<file path="config.mk">
export PLATFORM = sky130hd
export DESIGN_NAME = dram_responder
export DESIGN_NICKNAME = d
export VERILOG_FILES = /design/src/rtl/flexpipe_pkg.sv /design/src/rtl/dram_req_fifo.sv /design/src/rtl/dram_responder.sv
export SDC_FILE = /design/constraint.sdc
export NUM_CORES = 1
export LEC_CHECK = 0
export ABC_CLOCK_PERIOD_IN_PS = 3550
export BUFFER_PORTS_ARGS = -buffer_cell sky130_fd_sc_hd__buf_2
export CORE_MARGIN = 4
export CORE_UTILIZATION = 35
export CTS_CLUSTER_DIAMETER = 60
export CTS_CLUSTER_SIZE = 10
export DETAILED_ROUTE_END_ITERATION = 12
export PLACE_DENSITY_LB_ADDON = 0.25
export SLEW_MARGIN = 20
export SYNTH_ARGS = -nofsm -noshare
export SYNTH_HDL_FRONTEND = slang
export SYNTH_HIERARCHICAL = 1
export SYNTH_SLANG_ARGS = --single-unit
</file>
<file path="constraint.sdc">
create_clock -name clk -period 3.55 [get_ports clk]
set_input_delay 0.1775 -clock clk [delete_from_list [all_inputs] [get_ports clk]]
set_output_delay 0.1775 -clock clk [all_outputs]
set_load 0.05 [all_outputs]
</file>
<file path="src/rtl/flexpipe_pkg.sv">
// Shared memory-port types for the flexpipe fabric and the DRAM responder model.
// Holds the request/response payload structs and the LFSR step used by the stall option.
package flexpipe_pkg;

   localparam int unsigned ADDR_WIDTH           = 32;
   localparam int unsigned DATA_WIDTH           = 32;
   localparam int unsigned REQ_ID_WIDTH         = 4;
   localparam int unsigned BURST_LEN_WIDTH      = 4;
   localparam int unsigned DRAM_DEFAULT_LATENCY = 4;

   // len is the beat count minus one
   typedef struct packed {
      logic [ADDR_WIDTH-1:0]      addr;
      logic [REQ_ID_WIDTH-1:0]    id;
      logic [BURST_LEN_WIDTH-1:0] len;
   } mem_req_t;

   typedef struct packed {
      logic [DATA_WIDTH-1:0]   data;
      logic [REQ_ID_WIDTH-1:0] id;
      logic                    last;
   } mem_resp_t;

   // Fibonacci LFSR, taps 16,14,13,11
   function automatic logic [15:0] lfsr16_next(input logic [15:0] s);
      return {s[14:0], s[15] ^ s[13] ^ s[12] ^ s[10]};
   endfunction

endpackage

</file>
<file path="src/rtl/dram_req_fifo.sv">
// In-order request queue for the DRAM responder; full/empty are registered flags.
module dram_req_fifo #(
   parameter int unsigned DEPTH = 4,
   parameter int unsigned WIDTH = 8
) (
   input  logic             clk,
   input  logic             rst,
   input  logic             push,
   input  logic             pop,
   input  logic [WIDTH-1:0] wdata,
   output logic [WIDTH-1:0] rdata,
   output logic             full,
   output logic             empty
);

   localparam int unsigned PTR_W = $clog2(DEPTH);
   localparam int unsigned CNT_W = $clog2(DEPTH + 1);

   logic [WIDTH-1:0] mem [DEPTH];
   logic [PTR_W-1:0] wr_ptr;
   logic [PTR_W-1:0] rd_ptr;
   logic [CNT_W-1:0] count;
   logic [CNT_W-1:0] count_n;
   logic             do_push;
   logic             do_pop;

   assign do_push = push && !full;
   assign do_pop  = pop && !empty;
   assign rdata   = mem[rd_ptr];

   always_comb begin
      count_n = count;
      case ({do_push, do_pop})
         2'b10:   count_n = count + CNT_W'(1);
         2'b01:   count_n = count - CNT_W'(1);
         default: count_n = count;
      endcase
   end

   always_ff @(posedge clk or posedge rst) begin
      if (rst) begin
         wr_ptr <= '0;
         rd_ptr <= '0;
         count  <= '0;
         full   <= 1'b0;
         empty  <= 1'b1;
      end else begin
         if (do_push) wr_ptr <= wr_ptr + PTR_W'(1);
         if (do_pop)  rd_ptr <= rd_ptr + PTR_W'(1);
         count <= count_n;
         full  <= (count_n == CNT_W'(DEPTH));
         empty <= (count_n == CNT_W'(0));
      end
   end

   // Storage needs no reset; the empty flag guards stale entries
   always_ff @(posedge clk) begin
      if (do_push) mem[wr_ptr] <= wdata;
   end

endmodule

</file>
<file path="src/rtl/dram_responder.sv">
// Behavioural DRAM end of the arbiter master port: in-order reads, fixed latency, bursts.
// Define DRAM_RESP_STALL_EN to add LFSR-driven beat stalls inside bursts.
module dram_responder
   import flexpipe_pkg::*;
#(
   parameter int unsigned           REQ_DEPTH     = 4,
   parameter int unsigned           LATENCY       = DRAM_DEFAULT_LATENCY,
   parameter int unsigned           MEM_ADDR_BITS = 16,
   parameter logic [DATA_WIDTH-1:0] DATA_SEED     = 32'hA5A5_0000
) (
   input  logic                           clk,
   input  logic                           rst,
   input  mem_req_t                       req,
   input  logic                           req_valid,
   output logic                           req_ready,
   output mem_resp_t                      resp,
   output logic                           resp_valid,
   output logic [$clog2(REQ_DEPTH+2)-1:0] outstanding
);

   localparam int unsigned LAT_W  = $clog2(LATENCY + 1);
   localparam int unsigned OUT_W  = $clog2(REQ_DEPTH + 2);
   localparam int unsigned FIFO_W = MEM_ADDR_BITS + REQ_ID_WIDTH + BURST_LEN_WIDTH;

   localparam logic [1:0] S_IDLE  = 2'd0;
   localparam logic [1:0] S_WAIT  = 2'd1;
   localparam logic [1:0] S_BURST = 2'd2;

   logic [1:0]                 state, state_n;
   logic [LAT_W-1:0]           lat_cnt, lat_n;
   logic [BURST_LEN_WIDTH-1:0] beat, beat_n;
   logic [MEM_ADDR_BITS-1:0]   cur_addr, cur_addr_n;
   logic [REQ_ID_WIDTH-1:0]    cur_id, cur_id_n;
   logic [BURST_LEN_WIDTH-1:0] cur_len, cur_len_n;
   logic [MEM_ADDR_BITS-1:0]   head_addr;
   logic [REQ_ID_WIDTH-1:0]    head_id;
   logic [BURST_LEN_WIDTH-1:0] head_len;
   logic [MEM_ADDR_BITS-1:0]   word_addr;
   logic [FIFO_W-1:0]          fifo_rdata;
   logic                       fifo_full, fifo_empty;
   logic                       accept, pop;
   logic                       stall, stall_n;
   mem_resp_t                  resp_n;
   logic                       resp_valid_n;

   assign req_ready = !fifo_full;
   assign accept    = req_valid && req_ready;
   assign {head_addr, head_id, head_len} = fifo_rdata;

   dram_req_fifo #(
      .DEPTH (REQ_DEPTH),
      .WIDTH (FIFO_W)
   ) u_fifo (
      .clk   (clk),
      .rst   (rst),
      .push  (accept),
      .pop   (pop),
      .wdata ({req.addr[MEM_ADDR_BITS-1:0], req.id, req.len}),
      .rdata (fifo_rdata),
      .full  (fifo_full),
      .empty (fifo_empty)
   );

   if (MEM_ADDR_BITS < ADDR_WIDTH) begin : g_addr_hi
      logic unused_addr_hi;
      assign unused_addr_hi = ^req.addr[ADDR_WIDTH-1:MEM_ADDR_BITS];
   end

`ifdef DRAM_RESP_STALL_EN
   logic [15:0] lfsr;
   logic [15:0] lfsr_n;

   assign lfsr_n  = lfsr16_next(lfsr);
   assign stall   = (state == S_BURST) && lfsr[0];
   assign stall_n = lfsr_n[0];

   always_ff @(posedge clk or posedge rst) begin
      if (rst) lfsr <= 16'hACE1;
      else     lfsr <= lfsr_n;
   end
`else
   assign stall   = 1'b0;
   assign stall_n = 1'b0;
`endif

   // Next-state logic; response outputs are precomputed from next state so they register cleanly
   always_comb begin
      state_n      = state;
      lat_n        = lat_cnt;
      beat_n       = beat;
      cur_addr_n   = cur_addr;
      cur_id_n     = cur_id;
      cur_len_n    = cur_len;
      pop          = 1'b0;
      resp_n       = '0;
      resp_valid_n = 1'b0;
      word_addr    = '0;

      case (state)
         S_IDLE: begin
            if (!fifo_empty) begin
               pop        = 1'b1;
               cur_addr_n = head_addr;
               cur_id_n   = head_id;
               cur_len_n  = head_len;
               lat_n      = LAT_W'(LATENCY - 1);
               state_n    = S_WAIT;
            end
         end
         S_WAIT: begin
            if (lat_cnt == LAT_W'(0)) begin
               state_n = S_BURST;
               beat_n  = '0;
            end else begin
               lat_n = lat_cnt - LAT_W'(1);
            end
         end
         S_BURST: begin
            if (!stall) begin
               if (beat == cur_len) begin
                  if (!fifo_empty) begin
                     pop        = 1'b1;
                     cur_addr_n = head_addr;
                     cur_id_n   = head_id;
                     cur_len_n  = head_len;
                     lat_n      = LAT_W'(LATENCY - 1);
                     state_n    = S_WAIT;
                  end else begin
                     state_n = S_IDLE;
                  end
               end else begin
                  beat_n = beat + BURST_LEN_WIDTH'(1);
               end
            end
         end
         default: state_n = S_IDLE;
      endcase

      resp_valid_n = (state_n == S_BURST) && !stall_n;
      if (resp_valid_n) begin
         word_addr   = cur_addr_n + MEM_ADDR_BITS'(beat_n);
         resp_n.data = DATA_WIDTH'(word_addr) ^ DATA_SEED;
         resp_n.id   = cur_id_n;
         resp_n.last = (beat_n == cur_len_n);
      end
   end

   always_ff @(posedge clk or posedge rst) begin
      if (rst) begin
         state      <= S_IDLE;
         lat_cnt    <= '0;
         beat       <= '0;
         cur_addr   <= '0;
         cur_id     <= '0;
         cur_len    <= '0;
         resp       <= '0;
         resp_valid <= 1'b0;
      end else begin
         state      <= state_n;
         lat_cnt    <= lat_n;
         beat       <= beat_n;
         cur_addr   <= cur_addr_n;
         cur_id     <= cur_id_n;
         cur_len    <= cur_len_n;
         resp       <= resp_n;
         resp_valid <= resp_valid_n;
      end
   end

   // Accepted-but-unfinished requests; accept and final beat together cancel out
   always_ff @(posedge clk or posedge rst) begin
      if (rst) begin
         outstanding <= '0;
      end else if (accept && !(resp_valid && resp.last)) begin
         outstanding <= outstanding + OUT_W'(1);
      end else if (!accept && resp_valid && resp.last) begin
         outstanding <= outstanding - OUT_W'(1);
      end
   end

endmodule

</file>
=== Yosys cells after proc, flatten, opt, wreduce, memory -nomap -nowiden ===
Memory sizes are Yosys's and may differ from the RTL's.
Cells that the tools add are included.

* Bits in writable memories: 96
* Word-level logic and storage cells: 83
* Register bits after elaboration: 83
* Output and inout port bits: 42
* Input port bits: 43
* Memories kept: 1

* Eq/ne operators: 10
* Reduce and logical (&&, ||, !) cells: 17
* Add/sub/neg operators: 9
* Multiplexer cells: 30

{| class="wikitable"
|+ Memory list
! memory !! words !! width !! read ports !! clocked after memory_dff !! wr ports !! line !! text
|-
| u_fifo.mem || 4 || 24 || 1 || 0 || 1 || dram_req_fifo.sv:19 || <nowiki>logic [WIDTH-1:0] mem [DEPTH];</nowiki>
|}

{| class="wikitable"
|+ Operators with widths
! operator !! number
|-
| $mux W37 || 1
|-
| $mux W16 || 2
|-
| $pmux W16 S2 || 1
|-
| $mux W4 || 6
|-
| $pmux W4 S2 || 3
|-
| $add A16 B4 Y16 || 1
|-
| $mux W3 || 5
|-
| $pmux W3 S3 || 1
|-
| $sub A3 B1 Y3 const B || 3
|-
| $eq A4 B4 Y1 || 2
|-
| $logic_and A1 B1 Y1 || 7
|-
| $add A3 B1 Y3 const B || 2
|-
| $eq A2 B2 Y1 const B || 3
|-
| $logic_not A3 Y1 || 2
|-
| $mux W2 || 3
|-
| $pmux W2 S3 || 1
|-
| $pmux W3 S2 || 1
|-
| $mux W1 || 5
|-
| $add A2 B1 Y2 const B || 2
|-
| $add A4 B1 Y4 const B || 1
|-
| $eq A2 B1 Y1 const B || 2
|-
| $logic_not A1 Y1 || 4
|-
| $ne A2 B2 Y1 const B || 2
|-
| $eq A3 B3 Y1 const B || 1
|-
| other kinds (5) || 5
|}

=== Depth between registers and ports, before layout ===
Gate-level depths: netlist of the first run.

* Depth in word-level cells: 7
* Mapped depth: 16
* Gate-level depth less buffers: 14

=== By module ===
The synthesis of the first run kept the hierarchy.

{| class="wikitable"
|+ By module, submodules not included
! module !! area each (µm²) !! sequential area each (µm²) !! cells an instance !! times used
|-
| dram_req_fifo || 4010.1 || 3109.2 || 174 || 1
|-
| dram_responder || 3577.2 || 1451.4 || 374 || 1
|}

=== Least setup slack after synthesis of the first run ===
No wires, ideal clock.

* Path kind: register to register
* Start point: register state[0]
* End point: register resp[15] in the netlist's numbering
* Data required time: 3.428 ns
* Data arrival time: 3.379 ns
* Period minus slack after synthesis: 3.501 ns
* Buffers on the path: 3
* Slack: 0.049 ns
* Library setup time: 0.122 ns
* Cell stages (with the launch flop): 16
* Cells stage by stage: dfrtp_1 -> inv_1 -> ha_1 -> clkbuf_1 -> nor2b_1 -> clkbuf_1 -> clkbuf_1 -> a222oi_1 -> inv_1 -> ha_1 -> inv_1 -> fa_1 -> or3b_1 -> o211ai_2 -> and4_1 -> nor3_1

{| class="wikitable"
|+ RTL lines
! item !! line !! text
|-
| start: declaration || dram_responder.sv:29 || <nowiki>logic [1:0] state, state_n;</nowiki>
|-
| start signal: assignment || dram_responder.sv:159 || <nowiki>state <= state_n;</nowiki>
|-
| end signal: assignment || dram_responder.sv:165 || <nowiki>resp <= resp_n;</nowiki>
|-
| end: declaration || dram_responder.sv:16 || <nowiki>output mem_resp_t resp,</nowiki>
|}

==> results of run 1 <==
==> cell usage in the layout, fill, tap and decap left out, types with 4 or more instances in the layout <==
cell type,count
edfxtp_1,96
dfrtp_1,65
buf_2,60
buf_4,50
nand2_1,35
inv_1,35
dlygate4sd3_1,25
o21ai_0,21
mux4_2,18
a21oi_1,17
clkbuf_16,17
ha_1,14
and2_1,13
a22o_1,13
nor2b_1,11
a22oi_1,11
xnor2_1,11
nor2_1,10
nand3_1,9
xor2_1,8
a21o_1,8
mux2i_1,8
conb_1,8
and3_1,7
a222oi_1,6
mux4_1,6
o41ai_1,5
nor3_1,5
inv_6,5
nand2b_1,4
a211oi_1,4
or3_1,4
inv_8,4
==> cell type report <==
type	count	area, um^2	share of cell area, %
well taps	275	344	3.70
flip-flops and latches	163	4560	49.1
multi-input cells	315	2710	29.2
clock inverters	15	139	1.50
repair buffers	138	968	10.4
inverters	37	139	1.50
clock buffers	17	425	4.58
==> stage by stage <==
stage | TNS [ns] | cell area (um^2)
after floorplan | 0 | 7610
after global placement | 0 | 8360
after global routing | -0.0459 | 9290
after detailed placement | 0 | 8360
after CTS | 0 | 9200
final | 0 | 9290
==> routing by layer <==
metal / up-vias / wire, um
met2: 144 / 8510
met1: 2495 / 7750
met3: 26 / 720
met4: 0 / 396
met5: - / 0
li1: 2301 / -
==> worst max-delay path: cells and delay by family (launching register included) <==
kind	cells	cell delay, ns
adder cells (fa/ha/maj)	2	0.43
XOR/XNOR	1	0.18
buffers and inverters	5	0.61
AND/OR/NAND/NOR	3	0.90
flip-flops	1	0.41
AO/OA/AOI/OAI	4	0.76
==> worst paths after layout <==
check | depth (start not counted) | endpoint | start
max in group asynchronous | 4 | cur_addr[9]$_DFF_PP0_ | rst
hold / removal | 3 | u_fifo/wr_ptr[0]$_DFFE_PP0P_ | rst
setup / recovery | 15 | resp[15]$_DFF_PP0_ | cur_len[3]$_DFF_PP0_
hold reg to reg | 1 | outstanding[2]$_DFFE_PP0P_ | outstanding[2]$_DFFE_PP0P_
min in group clk | 5 | outstanding[2]$_DFFE_PP0P_ | req_valid
setup reg to reg | 15 | resp[15]$_DFF_PP0_ | cur_len[3]$_DFF_PP0_
==> repair_timing <==
item                       4_1_cts  5_1_grt
gates resized for setup          2       16
hold endpoints to repair       130        0
buffers inserted                 2        3
setup endpoints to repair        2       15
hold buffers                    25        0
pin swaps                        3        4
==> flip-flops by register name, summed over array words and instances (netlist names) <==
signal	flops
beat	4
cur_addr	16
cur_id	4
cur_len	4
lat_cnt	3
outstanding	3
resp	22
state	2
u_fifo/count	3
u_fifo/empty	1
u_fifo/full	1
u_fifo/mem	96
u_fifo/rd_ptr	2
u_fifo/wr_ptr	2
==> where the power goes <==
| part | switching, W | internal, W | total (W) |
|---|---|---|---|
| registers | 0.000242 | 0.00251 | 0.00276 |
| logic | 0.00233 | 0.00158 | 0.00391 |
| clock network | 0.000846 | 0.000929 | 0.00177 |
==> cells by family (layout without fill, tap and decap cells) <==
family	after synthesis	in the layout	synth area share (%)
other	1	8	0.0494
flip-flops	163	163	60.1
AND/OR/NAND/NOR	120	120	8.91
buffers and inverters	77	207	5.46
adder cells (fa/ha/maj)	19	19	3.43
AO/OA/AOI/OAI	115	115	11.1
multiplexers	34	34	8.77
XOR/XNOR	19	19	2.19
==> results.cfg, run 1 <==
[power_and_ir_drop]
total_power_w = 0.00844
peakVddDrop_mv = 0.443
p_leak_nw = 3.88
power_density_nw_per_um2 = 908

[sta]
timing.final.hold_violations = 0
fmax_ghz = 0.295
fin_worst_skew_ns = 0.0131
slew_viol_final = 0
fin_crit_ns = 3.39
finalSetupViolCount = 0
holdWs_ns = 0.296
fin_ws_ns = 0.162
min_period_over_period_pct = 95.4
max_slew.worst_pin.slew_ns = 0.634
slew_headroom_pct = 57.7

[cts]
cts_tree = built
cts.sinks = 163
clk_latency_ns = 0.43
path_clk_slew_ns = 0.07
cts_max_level = 4
ctsLongestPathBuffers = 2
cts_made_buffers = 17
clockRootBuffer = clkbuf_16

[worst_setup_path]
slowest_delay_ns = 0.57
cp_cell_sequence = xor2_1, or4_4, buf_6, a22o_1, a222oi_1, inv_1, ha_2, inv_1, fa_2, inv_1, o2111ai_1, o211ai_2, buf_6, and4_1, nor3_1
cp_common_cell = inv_1
path_class = reg -> reg
cp_max_fo = 16
cp-start-kind = register
critPathRequiredTime_ns = 3.89
r2r_setup_slack_ns = 0.16
cpMaxStageDelayCell = or4_4
worst-endpoint-arrival_ns = 3.73
cp-end-kind = register

[grt]
use_met1_pct = 19.2
gr-max-usage-layer = met2
grt_pass1_wl_um = 27500
grt_usage_pct = 14.7
gr-total-overflow = 0
met3_usage_pct = 3.03
grt_max_degree = 33
grt_pass1_vias = 5030
antenna_found_initial = 0
grt_util_met2_pct = 24.3

[yosys]
synthTopCellsByCount = edfxtp_1 (96), dfrtp_1 (66), inv_1 (36), nand2_1 (35), o21ai_0 (22)
synth_area_leader_cell = edfxtp_1
synth_area_um2 = 7590
yosysMostFrequentCell = edfxtp_1
synthCells = 548
yosys-top-cells-area = edfxtp_1 (38%), dfrtp_1 (22%), mux4_2 (5.3%)
synth-seq-area-share_pct = 60.1
synth_top_area_share_pct = 38.0
post_synth.cell_area_avg_um2 = 13.8
async_reset_ff_share_pct = 41.1
ys.flop_type = edfxtp_1
yosysWarnings = 6
synth_cell_types = 70
synth_seq_cells = 163
synth_edf_count = 96

[layout]
final_core_util_pct = 43.9
n_antenna_cell = 0
area_delta_synth_final_pct = 22.4
drive_gt1_share_pct = 27.4
final_nets = 734
fillers = 1904
fin_cells = 960

[route]
vias = 4966
drt-total-wl_um = 17400
viasPerCell = 5.17
detail-route-antenna-nets = 0
drcViolationCount = 0
dr.pass1.iters = 5
wl_per_cell_um = 18.1
drt_iter0_markers = 386

[die]
die_area_um2 = 24100
initial_core_util_pct = 35.9
core_area_um2 = 21200
fp.dieH_um = 155
ios = 85
die_w_um = 155
placementRows = 53

[placement]
dp_slack_ns = 0.00505
numPortBuffers = 60
gp_congestion = 0.837
dpl.cell_count = 898
hpwl_um = 12000

[worst_hold_path]
hold_class = in -> async

[run_status]
status = completed

[flow_run]
drv_cap = 0
No activity file was read; power rests on OpenSTA's default activity.
==> run 2, diff against run 1 <==
Settings changed: SETUP_SLACK_MARGIN set to 0.4.
==> results.cfg, run 2 (synthesized netlist as in run 1, its figures left out) <==
[grt]
grt_pass1_wl_um = 27700
grt_max_degree = 33
grt_usage_pct = 14.8
grt_pass1_vias = 5171
gr-total-overflow = 0
antenna_found_initial = 0

[worst_hold_path]
hold_class = in -> reg
min_from = req_valid
hold_depth = 5
hold_end = outstanding[2]$_DFFE_PP0P_

[cts]
cts.sinks = 163
clk_latency_ns = 0.43
cts_tree = built
ctsLongestPathBuffers = 2
clockRootBuffer = clkbuf_16
cts_made_buffers = 17
path_clk_slew_ns = 0.07
cts_max_level = 4

[sta]
fin_setup_tns_ns = 0
fin_ws_ns = 0.204
holdWs_ns = 0.293
finalSetupViolCount = 0
rsz0062_at_grt = yes
min_period_over_period_pct = 94.2
fin_crit_ns = 3.35
slew_viol_final = 0
slew_headroom_pct = 49.7
fmax_ghz = 0.299
fin_worst_skew_ns = 0.0110
timing.final.hold_violations = 0
max_slew.worst_pin.slew_ns = 0.749

[layout]
fin_area_um2 = 9710
drive_gt1_share_pct = 34.0
final_common_cell = edfxtp_1
final_nets = 757
largest_reg_flops = 96
mostFrequentLayoutCells = edfxtp_1 (96), buf_4 (73), dfrtp_1 (63)
n_antenna_cell = 0
area_delta_synth_final_pct = 28.0
reg_top3 = u_fifo/mem x96, resp x22, cur_addr x16
regMostFlops = u_fifo/mem
fillers = 1870
final_core_util_pct = 45.9

[die]
ios = 85
die_w_um = 155
fp.dieH_um = 155
initial_core_util_pct = 35.9
die_area_um2 = 24100
core_area_um2 = 21200
placementRows = 53

[flow_run]
drv_cap = 0

[route]
detail-route-antenna-nets = 0
vias = 5076
drcViolationCount = 0
dr.pass1.iters = 5
viasPerCell = 5.16
wl_per_cell_um = 17.8
drt_iter0_markers = 376
drt-total-wl_um = 17500

[worst_setup_path]
cp_max_fo = 5
r2r_setup_slack_ns = 0.20
timing.rr.end = resp[17]$_DFF_PP0_
cp-start-kind = register
cp-end-kind = register
path_class = reg -> reg
r2r_start = cur_len[2]$_DFF_PP0_
worst-endpoint-arrival_ns = 3.65
reg2reg_depth = 13
critPathRequiredTime_ns = 3.85

[placement]
dp_slack_ns = 0.0720
gp_congestion = 0.861
numPortBuffers = 60
hpwl_um = 11500
dpl-instance-area_um2 = 8380

[power_and_ir_drop]
p_leak_nw = 4.02
peakVddDrop_mv = 0.478
power_density_nw_per_um2 = 925

[run_status]
status = completed
run 2: cell types whose count changed in the layout (fill, tap and decap cells not counted), moves of 4 or more:
cell     delta
inv_2       +4
ha_1        -4
xor2_1      -4
inv_1       -4
a21oi_1     -4
ha_4        +4
o21ai_0     -4
buf_4      +23
run 2: final cells by class:
| class | instances | area (um^2) | share of cell area, % |
|---|---|---|---|
| Clock inverter | 14 | 153 | 1.57 |
| Tap cell | 275 | 344 | 3.54 |
| Inverter | 37 | 139 | 1.43 |
| Clock buffer | 18 | 429 | 4.42 |
| Multi-Input combinational cell | 316 | 2950 | 30.4 |
| Timing Repair Buffer | 160 | 1130 | 11.6 |
| Sequential cell | 163 | 4560 | 47.0 |
run 2: critical path: stages, from the launching register on:
cell and delay (ns):
dfrtp_1 0.43, xor2_2 0.20, or4_4 0.56, nor2_4 0.12, a22o_1 0.13, a222oi_1 0.08, inv_1 0.15, ha_4 0.17
inv_2 0.04, fa_2 0.35, or3b_4 0.44, o211ai_4 0.26, a41o_1 0.22, o31ai_2 0.07
run 2: metrics by stage:
stage,total power [W],std cells
final,0.00898,983
after global routing,0.00954,983
after CTS,0.00859,968
after detailed placement,0.00658,897
after global placement,0.00645,897
after floorplan,0.00546,555
run 2: report_power, final:
part	leakage, nW	internal (W)	switching [W]
clock	0.282	0.00105	0.000779
sequential	1.73	0.00252	0.000253
combinational	2.01	0.00191	0.00248
total	4.02	0.00547	0.00351
run 2: metal layers:
metal  global-route usage [%]  wire length [um]  vias to the layer above
met3                     2.89               809                       37
met1                     19.8              7750                     2541
met5                        0                 0                        -
li1                         -                 -                     2346
met4                     6.34               503                        0
met2                     23.6              8410                      152
run 2: what timing repair did:
item / in CTS / in global routing
setup endpoints to repair: 15 / 15
setup buffers: 13 / 15
hold buffers: 25 / 0
resized for setup: 12 / 45
pin swaps: 14 / 21
gates cloned: 1 / 0
endpoints found under the hold margin: 130 / 0
run 2: worst max path at each step:
| stage | startpoint | depth (start not counted) | to | slack (ns) |
|---|---|---|---|---|
| finish | cur_len[2]$_DFF_PP0_ | 13 | resp[17]$_DFF_PP0_ | 0.20 |
| global route | cur_len[2]$_DFF_PP0_ | 13 | resp[19]$_DFF_PP0_ | 0.11 |
| CTS | cur_len[0]$_DFF_PP0_ | 13 | resp[17]$_DFF_PP0_ | 0.19 |
| detailed placement | beat[3]$_DFF_PP0_ | 14 | resp[17]$_DFF_PP0_ | 0.07 |
| global placement | cur_len[0]$_DFF_PP0_ | 12 | resp[20]$_DFF_PP0_ | 0.09 |
| floorplan | cur_len[0]$_DFF_PP0_ | 14 | resp[15]$_DFF_PP0_ | 0.16 |
